## src/rtl/query_issuer.sv

```systemverilog
// query_issuer: paced query source for the DUT query port.
// Host words are buffered in a small FIFO. Once started, one single-cycle
// query strobe is issued per DUT slot: after each strobe the block waits for
// a rising edge of iSlotTick (or a tick that already arrived during the
// strobe cycle) before issuing the next word. After NUM_QUERY strobes the
// run ends in DONE with oEnd held high (NUM_QUERY == 0 runs forever).
//
// Push handshake: a word is transferred on a rising iClk edge where iPushEn
// and oPushReady are both high. oPushReady is a register derived only from
// FIFO occupancy, never from iPushEn. A push offered while oPushReady is low
// is dropped and latches oOverflow until reset.
module query_issuer #(
  parameter int BW_QUERY_DATA = 32,
  parameter int FIFO_DEPTH    = 4,
  parameter int NUM_QUERY     = 3,
  parameter int BW_CNT        = 16
) (
  input  logic                     iClk,
  input  logic                     iRsn,
  input  logic                     iStart,
  input  logic                     iPushEn,
  input  logic [BW_QUERY_DATA-1:0] iPushData,
  output logic                     oPushReady,
  output logic                     oOverflow,
  output logic                     oQueryDataEn,
  output logic [BW_QUERY_DATA-1:0] oQueryData,
  input  logic                     iSlotTick,
  output logic [BW_CNT-1:0]        oIssueCnt,
  output logic                     oBusy,
  output logic                     oEnd,
  output logic [2:0]               oState
);

  localparam int BW_PTR = $clog2(FIFO_DEPTH);
  localparam int BW_OCC = BW_PTR + 1;
  localparam logic [BW_OCC-1:0] FULL_OCC  = BW_OCC'(FIFO_DEPTH);
  localparam logic [BW_CNT-1:0] NUM_Q_CNT = BW_CNT'(NUM_QUERY);

  typedef enum logic [2:0] {
    IDLE      = 3'd0,
    WAIT_DATA = 3'd1,
    ISSUE     = 3'd2,
    WAIT_TICK = 3'd3,
    DONE      = 3'd4
  } state_t;

  state_t state;
  state_t nextState;

  // FIFO storage and bookkeeping
  logic [BW_QUERY_DATA-1:0] rMem [FIFO_DEPTH];
  logic [BW_PTR-1:0]        rWrPtr;
  logic [BW_PTR-1:0]        rRdPtr;
  logic [BW_OCC-1:0]        rCount;
  logic [BW_OCC-1:0]        wNextCount;
  logic                     rNotEmpty;
  logic                     wPush;
  logic                     wPop;

  // Slot tick edge detection
  logic rTickD1;
  logic wTickEdge;
  logic rPending;
  logic nPending;

  // Next values of the registered outputs
  logic              nQueryDataEn;
  logic              nBusy;
  logic              nEnd;
  logic [BW_CNT-1:0] nIssueCnt;

  assign oState    = state;
  assign wTickEdge = iSlotTick & ~rTickD1;
  assign wPush     = iPushEn & oPushReady;
  // rNotEmpty lags occupancy by one cycle, so a word pushed into an empty
  // FIFO is seen by WAIT_DATA one edge after it lands. A pop is always
  // followed by at least two non-WAIT_DATA cycles, so the lag never lets
  // an empty FIFO be popped.
  assign wPop      = (state == WAIT_DATA) & rNotEmpty;
  assign wNextCount = rCount + BW_OCC'(wPush) - BW_OCC'(wPop);

  // State register
  always_ff @(posedge iClk or negedge iRsn) begin
    if (!iRsn) state <= IDLE;
    else       state <= nextState;
  end

  // Next-state logic
  always_comb begin
    nextState = state;
    case (state)
      IDLE:      if (iStart) nextState = WAIT_DATA;
      WAIT_DATA: if (rNotEmpty) nextState = ISSUE;
      ISSUE:     nextState = WAIT_TICK;
      WAIT_TICK: begin
        if (wTickEdge || rPending) begin
          if ((NUM_QUERY != 0) && (oIssueCnt == NUM_Q_CNT)) nextState = DONE;
          else                                              nextState = WAIT_DATA;
        end
      end
      DONE:      if (iStart) nextState = WAIT_DATA;
      default:   nextState = IDLE;
    endcase
  end

  // Output / datapath next values
  always_comb begin
    nQueryDataEn = (nextState == ISSUE);
    nBusy        = (nextState != IDLE) && (nextState != DONE);
    nEnd         = (nextState == DONE);
    nIssueCnt    = oIssueCnt;
    nPending     = rPending;
    case (state)
      IDLE, DONE: if (iStart) nIssueCnt = '0;
      ISSUE: begin
        nIssueCnt = oIssueCnt + BW_CNT'(1);
        if (wTickEdge) nPending = 1'b1;
      end
      WAIT_TICK: if (wTickEdge || rPending) nPending = 1'b0;
      default: ;
    endcase
  end

  // Registered control outputs, tick history and pending flag
  always_ff @(posedge iClk or negedge iRsn) begin
    if (!iRsn) begin
      oQueryDataEn <= 1'b0;
      oQueryData   <= '0;
      oIssueCnt    <= '0;
      oBusy        <= 1'b0;
      oEnd         <= 1'b0;
      rTickD1      <= 1'b0;
      rPending     <= 1'b0;
    end else begin
      oQueryDataEn <= nQueryDataEn;
      oIssueCnt    <= nIssueCnt;
      oBusy        <= nBusy;
      oEnd         <= nEnd;
      rTickD1      <= iSlotTick;
      rPending     <= nPending;
      if (wPop) oQueryData <= rMem[rRdPtr];
    end
  end

  // FIFO pointers, occupancy, ready and sticky overflow
  always_ff @(posedge iClk or negedge iRsn) begin
    if (!iRsn) begin
      rWrPtr     <= '0;
      rRdPtr     <= '0;
      rCount     <= '0;
      rNotEmpty  <= 1'b0;
      oPushReady <= 1'b1;
      oOverflow  <= 1'b0;
    end else begin
      if (wPush) rWrPtr <= rWrPtr + BW_PTR'(1);
      if (wPop)  rRdPtr <= rRdPtr + BW_PTR'(1);
      rCount     <= wNextCount;
      rNotEmpty  <= (rCount != '0);
      oPushReady <= (wNextCount != FULL_OCC);
      if (iPushEn && !oPushReady) oOverflow <= 1'b1;
    end
  end

  // FIFO storage write (contents need no reset; pointers define validity)
  always_ff @(posedge iClk) begin
    if (wPush) rMem[rWrPtr] <= iPushData;
  end

endmodule

```

## config.mk

```make
export PLATFORM = sky130hd
export DESIGN_NAME = query_issuer
export DESIGN_NICKNAME = d
export VERILOG_FILES = /design/src/rtl/query_issuer.sv
export SDC_FILE = /design/constraint.sdc
export NUM_CORES = 1
export LEC_CHECK = 0
export CAP_MARGIN = 20
export CORE_ASPECT_RATIO = 0.75
export CORE_MARGIN = 10
export CORE_UTILIZATION = 51
export CTS_CLUSTER_DIAMETER = 150
export DETAILED_ROUTE_END_ITERATION = 12
export GPL_TIMING_DRIVEN = 0
export MAX_ROUTING_LAYER = met4
export PLACE_DENSITY = 0.74
export SLEW_MARGIN = 0
export SYNTH_ARGS = -nofsm -noshare
export SYNTH_HDL_FRONTEND = slang
export SYNTH_SLANG_ARGS = --single-unit
```

## constraint.sdc

```tcl
create_clock -name iClk -period 2.9 [get_ports iClk]
set_clock_uncertainty 0.2 [all_clocks]
set_input_delay 0.87 -clock iClk [delete_from_list [all_inputs] [get_ports iClk]]
set_output_delay 0.87 -clock iClk [all_outputs]
set_load 0.02 [all_outputs]
```

# Word level (Yosys, flattened, before mapping)
# Memories as Yosys holds them, arrays and structs flattened. A register that Yosys moved wholly into a read port is not among the register bits.
# Index checks and enable logic that the tools add are counted.
[totals]
register_bits = 34
mem_bits_rw = 128
in_bits = 37
output_inout_bits = 56
elab_cells = 60
memories = 1
[classes]
add_sub_neg = 5
eq_ne = 12
muxes = 12
bitwise = 4
reduce_logical = 13
[mem_list]
columns = ["name", "depth", "width", "read_ports", "rd_ports_with_merged_regs", "write_ports", "line_no", "source"]
rows = [
  ["rMem", 4, 32, 1, 1, 1, "51", "logic [BW_QUERY_DATA-1:0] rMem [FIFO_DEPTH];"],
]
[op_table]
columns = ["cell", "n"]
rows = [
  ["case mux 16 bit (2 select lines)", 1],
  ["adder 16 x 1 -> 16 bit (second input constant)", 1],
  ["equality test 16 x 2 -> 1 bit (second input constant)", 1],
  ["2-to-1 mux 16 bit", 1],
  ["2-to-1 mux 3 bit", 4],
  ["case mux 3 bit (4 select lines)", 1],
  ["equality test 3 x 2 -> 1 bit (second input constant)", 3],
  ["equality test 3 bit (second input constant)", 2],
  ["!= test 3 bit (second input constant)", 2],
  ["nonzero test 3 bit", 2],
  ["adder 2 x 1 -> 2 bit (second input constant)", 2],
  ["2-to-1 mux 1 bit", 4],
  ["!= test 2 bit (second input constant)", 2],
  ["nonzero test 2 bit", 2],
  ["adder 3 x 1 -> 3 bit", 1],
  ["AND 1 bit", 3],
  ["equality test 3 x 1 -> 1 bit (second input constant)", 1],
  ["logical NOT 3 bit", 1],
  ["AND reduction 3 bit", 1],
  ["subtractor 3 x 1 -> 3 bit", 1],
  ["logical AND 1 bit", 2],
  ["logical NOT 1 bit", 2],
  ["!= test 2 x 1 -> 1 bit (second input constant)", 1],
  ["case mux 1 bit (2 select lines)", 1],
  ["other kinds (4)", 4],
]

# Longest topological paths before layout
# Gate-level depths: netlist of the first run.
[logic_depth]
word_depth = 7
depth_mapped = 11
depth_no_buf = 9

# Worst setup path after synthesis of the first run
# OpenSTA, ideal clock, no wires.
[synth_path]
path_type = "reg-to-reg"
startpoint = "register state[2] (netlist: oState[2])"
endpoint = "register oPushReady"
setup_ps = 86
t_arrival_ps = 2412
t_required_ps = 2614
setup_slack_ps = 202
path_stages_with_launch = 12
n_path_buf = 2
period_less_slack_ps = 2698
cell_sequence = "dfrtp_1 > and4bb_2 > buf_2 > buf_2 > ha_1 > inv_1 > ha_1 > inv_1 > fa_1 > xnor2_1 > xnor2_1 > nand3b_1"
[synth_via]
elab_chain_len = 4
[synth_rtl]
columns = ["element", "line_no", "source"]
rows = [
  ["from (decl)", "47", "state_t state;"],
  ["from (signal assigned)", "85", "else state <= nextState;"],
  ["equality test 3 x 1 -> 1 bit", "79", "assign wPop = (state == WAIT_DATA) & rNotEmpty;"],
  ["AND 1 bit", "79", ""],
  ["named net wPop", "58", "logic wPop;"],
  ["subtractor 3 x 1 -> 3 bit", "80", "assign wNextCount = rCount + BW_OCC'(wPush) - BW_OCC'(wPop);"],
  ["named net wNextCount[2]", "55", "logic [BW_OCC-1:0] wNextCount;"],
  ["!= test 3 bit", "159", "oPushReady <= (wNextCount != FULL_OCC);"],
  ["to (signal assigned)", "159", ""],
  ["to (decl)", "23", "output logic oPushReady,"],
]
# The timed path passes the listed nets, and every way through them passes these cells.
# A chain may end at the register's enable or synchronous reset.

# Worst setup path after layout of the first run
[layout_path]
startpoint = "register oPushReady"
endpoint = "output oPushReady"
# No word-level cell between the ends.

==> summary.txt, run 1 <==
Number of enable-type register cells in the synthesized netlist -> 128
Std-Cell Rows -> 38
Most frequent standard cell in the layout excluding fill and tap cells -> sky130_fd_sc_hd__edfxtp_1
Cell count after synthesis -> 394
Synthesized netlist net count -> 439
Final weighted congestion in routability-driven placement -> 0.7841
HPWL reported at the end of detailed placement -> 9143 um
TritonCTS Buffers -> 17
Overflow left after global routing -> 0
Upper clock frequency limit -> 371.3 MHz
Nets -> 550
Leakage Power -> 3.334 nW
Cell chosen for the clock root -> sky130_fd_sc_hd__clkbuf_16
Ratio of routed vias to standard cells -> 5.507
Number of top-level design ports -> 93
Final count of hold timing violations -> 0
Share of flip-flops with an asynchronous set or reset after synthesis -> 34.02%
Final-layout setup total negative slack -> 0 ns
Kind of cell adding the most delay to the critical path -> buffers and inverters
Pre-CTS worst setup slack -> -0.3176 ns
Critical path buffer and inverter count -> 1
Status -> completed
Detail Route Antenna Nets -> 0
Port-buffer cells -> 92
Final period util -> 92.87%
Total standard cell area after synthesis -> 7476 um^2
Number of warnings issued by yosys -> 0
Max Cap Viol -> 0
Endpoint type of the worst setup path -> output port
Vias in the first global route -> 4264
Final Max Tran Viols -> 0
Count of state elements after synthesis -> 194
Clock slew at reported path FFs -> 0.07 ns
Core outline area -> 14410 um^2
Overall die width -> 159.8 um
Sequential cell area fraction in the yosys report -> 73.52%
Die Footprint -> 19950 um^2
Max-slew headroom -> 37.39%
Delay contributed by the slowest stage of the critical path -> 0.62 ns
Highest-delay cell along the critical path -> sky130_fd_sc_hd__clkdlybuf4s50_1
Transition time at the pin with the least slew margin -> 0.9391 ns
Cells traversed along the worst timing path -> clkdlybuf4s50_1
Cell taking the most area after synthesis -> sky130_fd_sc_hd__edfxtp_1
Total power draw -> 9.765 mW
RSZ-0062 raised after global routing -> no
Post-synthesis to final-layout area growth -> 24.08%
Sum of routed wire length over all layers -> 14330 um
Clock latency reported for the late side of the worst-skew pair -> 0.43 ns
Hold Worst Slack -> 0.1327 ns
Power density over cell area -> 1053 nW/um^2
Proportion of netlist area held by the largest area contributor -> 51.41%
H-tree depth reported by CTS -> 4
Commonest cells after routing, fill and taps aside -> sky130_fd_sc_hd__edfxtp_1 (128), sky130_fd_sc_hd__clkdlybuf4s50_1 (90), sky130_fd_sc_hd__dfrtp_1 (65), sky130_fd_sc_hd__mux2_2 (33), sky130_fd_sc_hd__mux4_2 (32)
Largest net degree at the start of global routing -> 50
Top flip-flop cell by instance count after synthesis -> sky130_fd_sc_hd__edfxtp_1
Final Worst Setup Slack -> 0.2068 ns
Non-filler cells, final -> 718
Netlist cell types -> 44
Crit path DAT -> 1.62 ns
Initial cell density of the core -> 51.89%
Global-route total usage across every layer -> 15.35%
Critical Path RT -> 1.83 ns
Clock tree from TritonCTS -> done
DRC violations left -> 0
Type of the worst setup path -> register to output port
Sort of element at the start of the critical path -> register
Average wire length per cell after detail routing -> 19.96 um
Height of the chip -> 124.9 um
Synthesized area divided by synthesized cell count -> 18.97 um^2
Ratio of cells with drive above 1 in the final layout -> 23.36%
VDD IR-drop max -> 0.6638 mV
Number of antenna cells inserted -> 0
Clock sink count -> 194
First-pass GRT wire length -> 23180 um
Largest cells by area after synthesis -> sky130_fd_sc_hd__edfxtp_1 (51%), sky130_fd_sc_hd__dfrtp_1 (22%), sky130_fd_sc_hd__mux4_2 (9.6%)
Class of the tightest hold or removal check -> primary input to async pin
Iteration-0 DRC Markers -> 224
Maximum clock insertion buffer count -> 2
First-pass DRT Iterations -> 4
Minimum clock period -> 2.693 ns
Max Fanout on Critical Path -> 7
Number of antenna violations at the first check in global routing -> 0
Via count of the routed design -> 3954
Number of setup violations in the final report -> 0
Number of cells after detailed placement -> 687
-- cells by family (layout without fill, tap and decap cells) --
family / Yosys count / after routing / synth area share, %
adder cells (fa/ha/maj): 8 / 8 / 1.439
AO/OA/AOI/OAI: 27 / 27 / 2.393
buffers and inverters: 25 / 149 / 1.490
AND/OR/NAND/NOR: 64 / 64 / 5.172
multiplexers: 70 / 70 / 15.28
flip-flops: 194 / 194 / 73.52
XOR/XNOR: 6 / 6 / 0.7029
-- power breakdown --
group | switching [mW] | total (mW) | internal, mW
sequential | 0.384 | 4.13 | 3.75
clock | 0.960 | 2.28 | 1.32
combinational | 1.66 | 3.35 | 1.69
total | 3.01 | 9.76 | 6.76
-- metrics by stage --
| step | utilization [%] | area (um^2) |
|---|---|---|
| 2_1_floorplan | - | 7476 |
| 3_5_place_dp | 60.23 | 8677 |
| 4_1_cts | 64.39 | 9276 |
| 6_report | 64.39 | 9276 |
| 3_3_place_gp | 60.02 | 8647 |
| 5_1_grt | 64.39 | 9276 |
-- layout make-up --
type / count / area [um^2]
Sequential cell: 194 / 5497
Fill cell: 1043 / 5130
Multi-Input combinational cell: 175 / 1876
Timing Repair Buffer: 93 / 948.4
Clock buffer: 27 / 555.5
Tap cell: 200 / 250.2
Buffer: 14 / 71.32
Clock inverter: 5 / 41.29
Inverter: 10 / 37.54
-- worst paths after layout --
kind | from | end | slack [ns] | cells past startpoint
worst max-delay path | oPushReady | oPushReady | 0.21 | 1
worst min-delay path | iRsn | oQueryData[15] | 0.13 | 1
worst max register to register | oState[1] | oPushReady | 0.22 | 10
worst min register to register | oOverflow | oOverflow | 0.25 | 1
max in group asynchronous | iRsn | oPushReady | 1.77 | 2
min in group iClk | oOverflow | oOverflow | 0.25 | 1
-- cells in the mapped netlist (3+ instances only) --
cell / n
sky130_fd_sc_hd__dfrtp_1: 65
sky130_fd_sc_hd__clkbuf_1: 6
sky130_fd_sc_hd__and3_1: 5
sky130_fd_sc_hd__nor2_1: 5
sky130_fd_sc_hd__o21ai_0: 8
sky130_fd_sc_hd__mux2i_1: 5
sky130_fd_sc_hd__nor3_1: 3
sky130_fd_sc_hd__buf_2: 8
sky130_fd_sc_hd__mux4_2: 32
sky130_fd_sc_hd__nand4_1: 5
sky130_fd_sc_hd__nor4b_1: 3
sky130_fd_sc_hd__ha_1: 7
sky130_fd_sc_hd__inv_1: 10
sky130_fd_sc_hd__xnor2_1: 4
sky130_fd_sc_hd__nand2_1: 15
sky130_fd_sc_hd__nand3_1: 11
sky130_fd_sc_hd__a21oi_1: 4
sky130_fd_sc_hd__edfxtp_1: 128
sky130_fd_sc_hd__a31oi_1: 3
sky130_fd_sc_hd__mux2_2: 33
-- flip-flops by register name, indices dropped and copies added, names as in the netlist, 2 cells and up --
signal,count
rCount,3
rWrPtr,2
oQueryData,32
rMem,128
oState,3
rRdPtr,2
oIssueCnt,16
-- layer usage --
metal  GRT usage (%)  vias to the layer above  share of wire, %
met3           4.293                       15               4.3
met4           4.795                        0               1.1
met1           20.04                     2068                46
met2           23.03                       94                49
li1                -                     1777                 -
met5               -                        -                 0
-- worst register-to-register path, stage by stage (launching register included) --
cell	delay (ns)
sky130_fd_sc_hd__dfrtp_1	0.46
sky130_fd_sc_hd__and4bb_2	0.33
sky130_fd_sc_hd__buf_4	0.27
sky130_fd_sc_hd__ha_1	0.29
sky130_fd_sc_hd__inv_1	0.06
sky130_fd_sc_hd__ha_1	0.14
sky130_fd_sc_hd__inv_1	0.05
sky130_fd_sc_hd__fa_1	0.37
sky130_fd_sc_hd__xnor2_1	0.17
sky130_fd_sc_hd__xnor2_1	0.16
sky130_fd_sc_hd__nand3b_1	0.11
-- what timing repair did --
action,CTS,global route
setup buffers,0,0
hold buffers,0,0
setup endpoints to repair,1,2
resized for setup,1,4
No activity file was read; power rests on OpenSTA's default activity.
==> run 2, diff against run 1 <==
--- a/config.mk
+++ b/config.mk
@@ -5,7 +5,7 @@
 export SDC_FILE = /design/constraint.sdc
 export NUM_CORES = 1
 export LEC_CHECK = 0
-export CAP_MARGIN = 20
+export CAP_MARGIN = 40
 export CORE_ASPECT_RATIO = 0.75
 export CORE_MARGIN = 10
 export CORE_UTILIZATION = 51
@@ -14,6 +14,7 @@
 export GPL_TIMING_DRIVEN = 0
 export MAX_ROUTING_LAYER = met4
 export PLACE_DENSITY = 0.74
+export SETUP_SLACK_MARGIN = 0.02
 export SLEW_MARGIN = 0
 export SYNTH_ARGS = -nofsm -noshare
 export SYNTH_HDL_FRONTEND = slang
==> summary.txt, run 2 (synthesized netlist as in run 1, its figures left out) <==
Fill cells -> 1014
VDD IR-drop max -> 0.5084 mV
Delay contributed by the slowest stage of the critical path -> 0.62 ns
Post-synthesis to final-layout area growth -> 25.51%
Sort of element at the start of the critical path -> register
Highest-delay cell along the critical path -> sky130_fd_sc_hd__clkdlybuf4s50_1
First-pass GRT wire length -> 23610 um
Critical path depth -> 1
HPWL reported at the end of detailed placement -> 9685 um
Upper clock frequency limit -> 369.7 MHz
Nets -> 554
Cell chosen for the clock root -> sky130_fd_sc_hd__clkbuf_16
Leakage Power -> 3.376 nW
Kind of cell adding the most delay to the critical path -> buffers and inverters
Pre-CTS worst setup slack -> -0.3310 ns
Maximum clock insertion buffer count -> 2
Placed cell areas -> 8787 um^2
First-pass DRT Iterations -> 4
Global-route total usage across every layer -> 15.72%
Number of antenna violations at the first check in global routing -> 0
Critical Path RT -> 1.83 ns
Number of cells after detailed placement -> 691
Biggest register -> rMem
Final count of hold timing violations -> 0
Max Fanout on Critical Path -> 7
RSZ-0062 raised after global routing -> no
Class of the tightest hold or removal check -> primary input to async pin
Initial cell density of the core -> 51.89%
Power density over cell area -> 1057 nW/um^2
Launch point of the worst path -> oPushReady
Clock slew at reported path FFs -> 0.06 ns
TritonCTS Buffers -> 17
Cells traversed along the worst timing path -> clkdlybuf4s50_1
Registers with the highest flip-flop counts -> rMem: 128 flops, oQueryData: 32 flops, oIssueCnt: 16 flops
Endpoint type of the worst setup path -> output port
Critical path buffer and inverter count -> 1
Hold buffer count at CTS -> 0
Final weighted congestion in routability-driven placement -> 0.7841
Height of the chip -> 124.9 um
Max Cap Viol -> 0
Std-Cell Rows -> 38
Largest net degree at the start of global routing -> 50
Overall die width -> 159.8 um
DRC violations left -> 0
Non-filler cells, final -> 722
Total power draw -> 9.913 mW
Clock tree from TritonCTS -> done
FF-to-FF Start -> oState[2]
Max-slew headroom -> 54.00%
Ratio of cells with drive above 1 in the final layout -> 23.75%
Iteration-0 DRC Markers -> 285
Hold Worst Slack -> 0.1304 ns
Detail Route Antenna Nets -> 0
Most frequent standard cell in the layout excluding fill and tap cells -> sky130_fd_sc_hd__edfxtp_1
Flip-flop count of the largest register, all copies and words added -> 128
Average wire length per cell after detail routing -> 20.28 um
H-tree depth reported by CTS -> 4
Post-route cell area -> 9383 um^2
Status -> completed
Number of top-level design ports -> 93
Number of antenna cells inserted -> 0
Number of setup violations in the final report -> 0
Overflow left after global routing -> 0
Clock sink count -> 194
FF-to-FF path depth -> 10
Final Worst Setup Slack -> 0.1950 ns
Crit path DAT -> 1.64 ns
Die Footprint -> 19950 um^2
Sum of routed wire length over all layers -> 14640 um
Final period util -> 93.28%
Core outline area -> 14410 um^2
Commonest cells after routing, fill and taps aside -> sky130_fd_sc_hd__edfxtp_1 (128), sky130_fd_sc_hd__clkdlybuf4s50_1 (90), sky130_fd_sc_hd__dfrtp_1 (63), sky130_fd_sc_hd__mux2_2 (33), sky130_fd_sc_hd__mux4_2 (32)
Vias in the first global route -> 4284
Port-buffer cells -> 92
Transition time at the pin with the least slew margin -> 0.6900 ns
Minimum clock period -> 2.705 ns
Number of setup buffers added after CTS -> 0
Clock latency reported for the late side of the worst-skew pair -> 0.43 ns
Final Max Tran Viols -> 0
Via count of the routed design -> 3907
Ratio of routed vias to standard cells -> 5.411
Type of the worst setup path -> register to output port
-- run 2: cell count changes in the layout (fill, tap and decap cells not counted), moves of 2 or more --
| cell | change |
|---|---|
| sky130_fd_sc_hd__clkinv_1 | +2 |
| sky130_fd_sc_hd__dfrtp_2 | +2 |
| sky130_fd_sc_hd__dfrtp_1 | -2 |
| sky130_fd_sc_hd__bufinv_16 | +3 |
| sky130_fd_sc_hd__clkbuf_8 | -4 |
| sky130_fd_sc_hd__clkbuf_16 | -2 |
| sky130_fd_sc_hd__buf_16 | +4 |
-- run 2: per-stage QoR --
step	utilization, %	TNS, ns
after floorplan	-	0
after global placement	60.02	-192.95
after detailed placement	61.00	-0.6393
after CTS	65.13	0
after global routing	65.13	0
final	65.13	0
-- run 2: layout make-up --
| cell class | count | area [um^2] | share of cell area [%] |
|---|---|---|---|
| multi-input cells | 175 | 1876 | 19.99 |
| well taps | 200 | 250.2 | 2.667 |
| clock inverters | 10 | 136.4 | 1.454 |
| flip-flops and latches | 194 | 5499 | 58.61 |
| clock buffers | 22 | 454.2 | 4.841 |
| inverters | 10 | 37.54 | 0.4001 |
| plain buffers | 14 | 71.32 | 0.7601 |
| repair buffers | 97 | 1059 | 11.28 |
-- run 2: where the power goes --
part           leakage (nW)  switching, mW  internal, mW
Combinational          1.12           1.69          1.77
Clock                 0.284          0.955          1.38
Sequential             1.97          0.382          3.74
Total                  3.38           3.02          6.89
-- run 2: path summary, 6_finish.rpt --
check,end,slack [ns]
setup / recovery,oPushReady,0.19
hold / removal,oQueryData[6],0.13
setup reg to reg,oPushReady,0.27
hold reg to reg,oOverflow,0.26
max in group asynchronous,oPushReady,1.76
min in group iClk,oOverflow,0.26
-- run 2: repair_timing --
action	4_1_cts	5_1_grt
pin swaps	0	0
endpoints found under the setup margin	1	1
resized for setup	2	4
-- run 2: per-layer routing --
metal,vias up,wire [um],GRT usage [%]
met5,-,0,-
met4,0,184,5.550
met3,12,717,4.161
met2,98,7288,24.45
met1,2017,6453,19.66
li1,1780,-,-
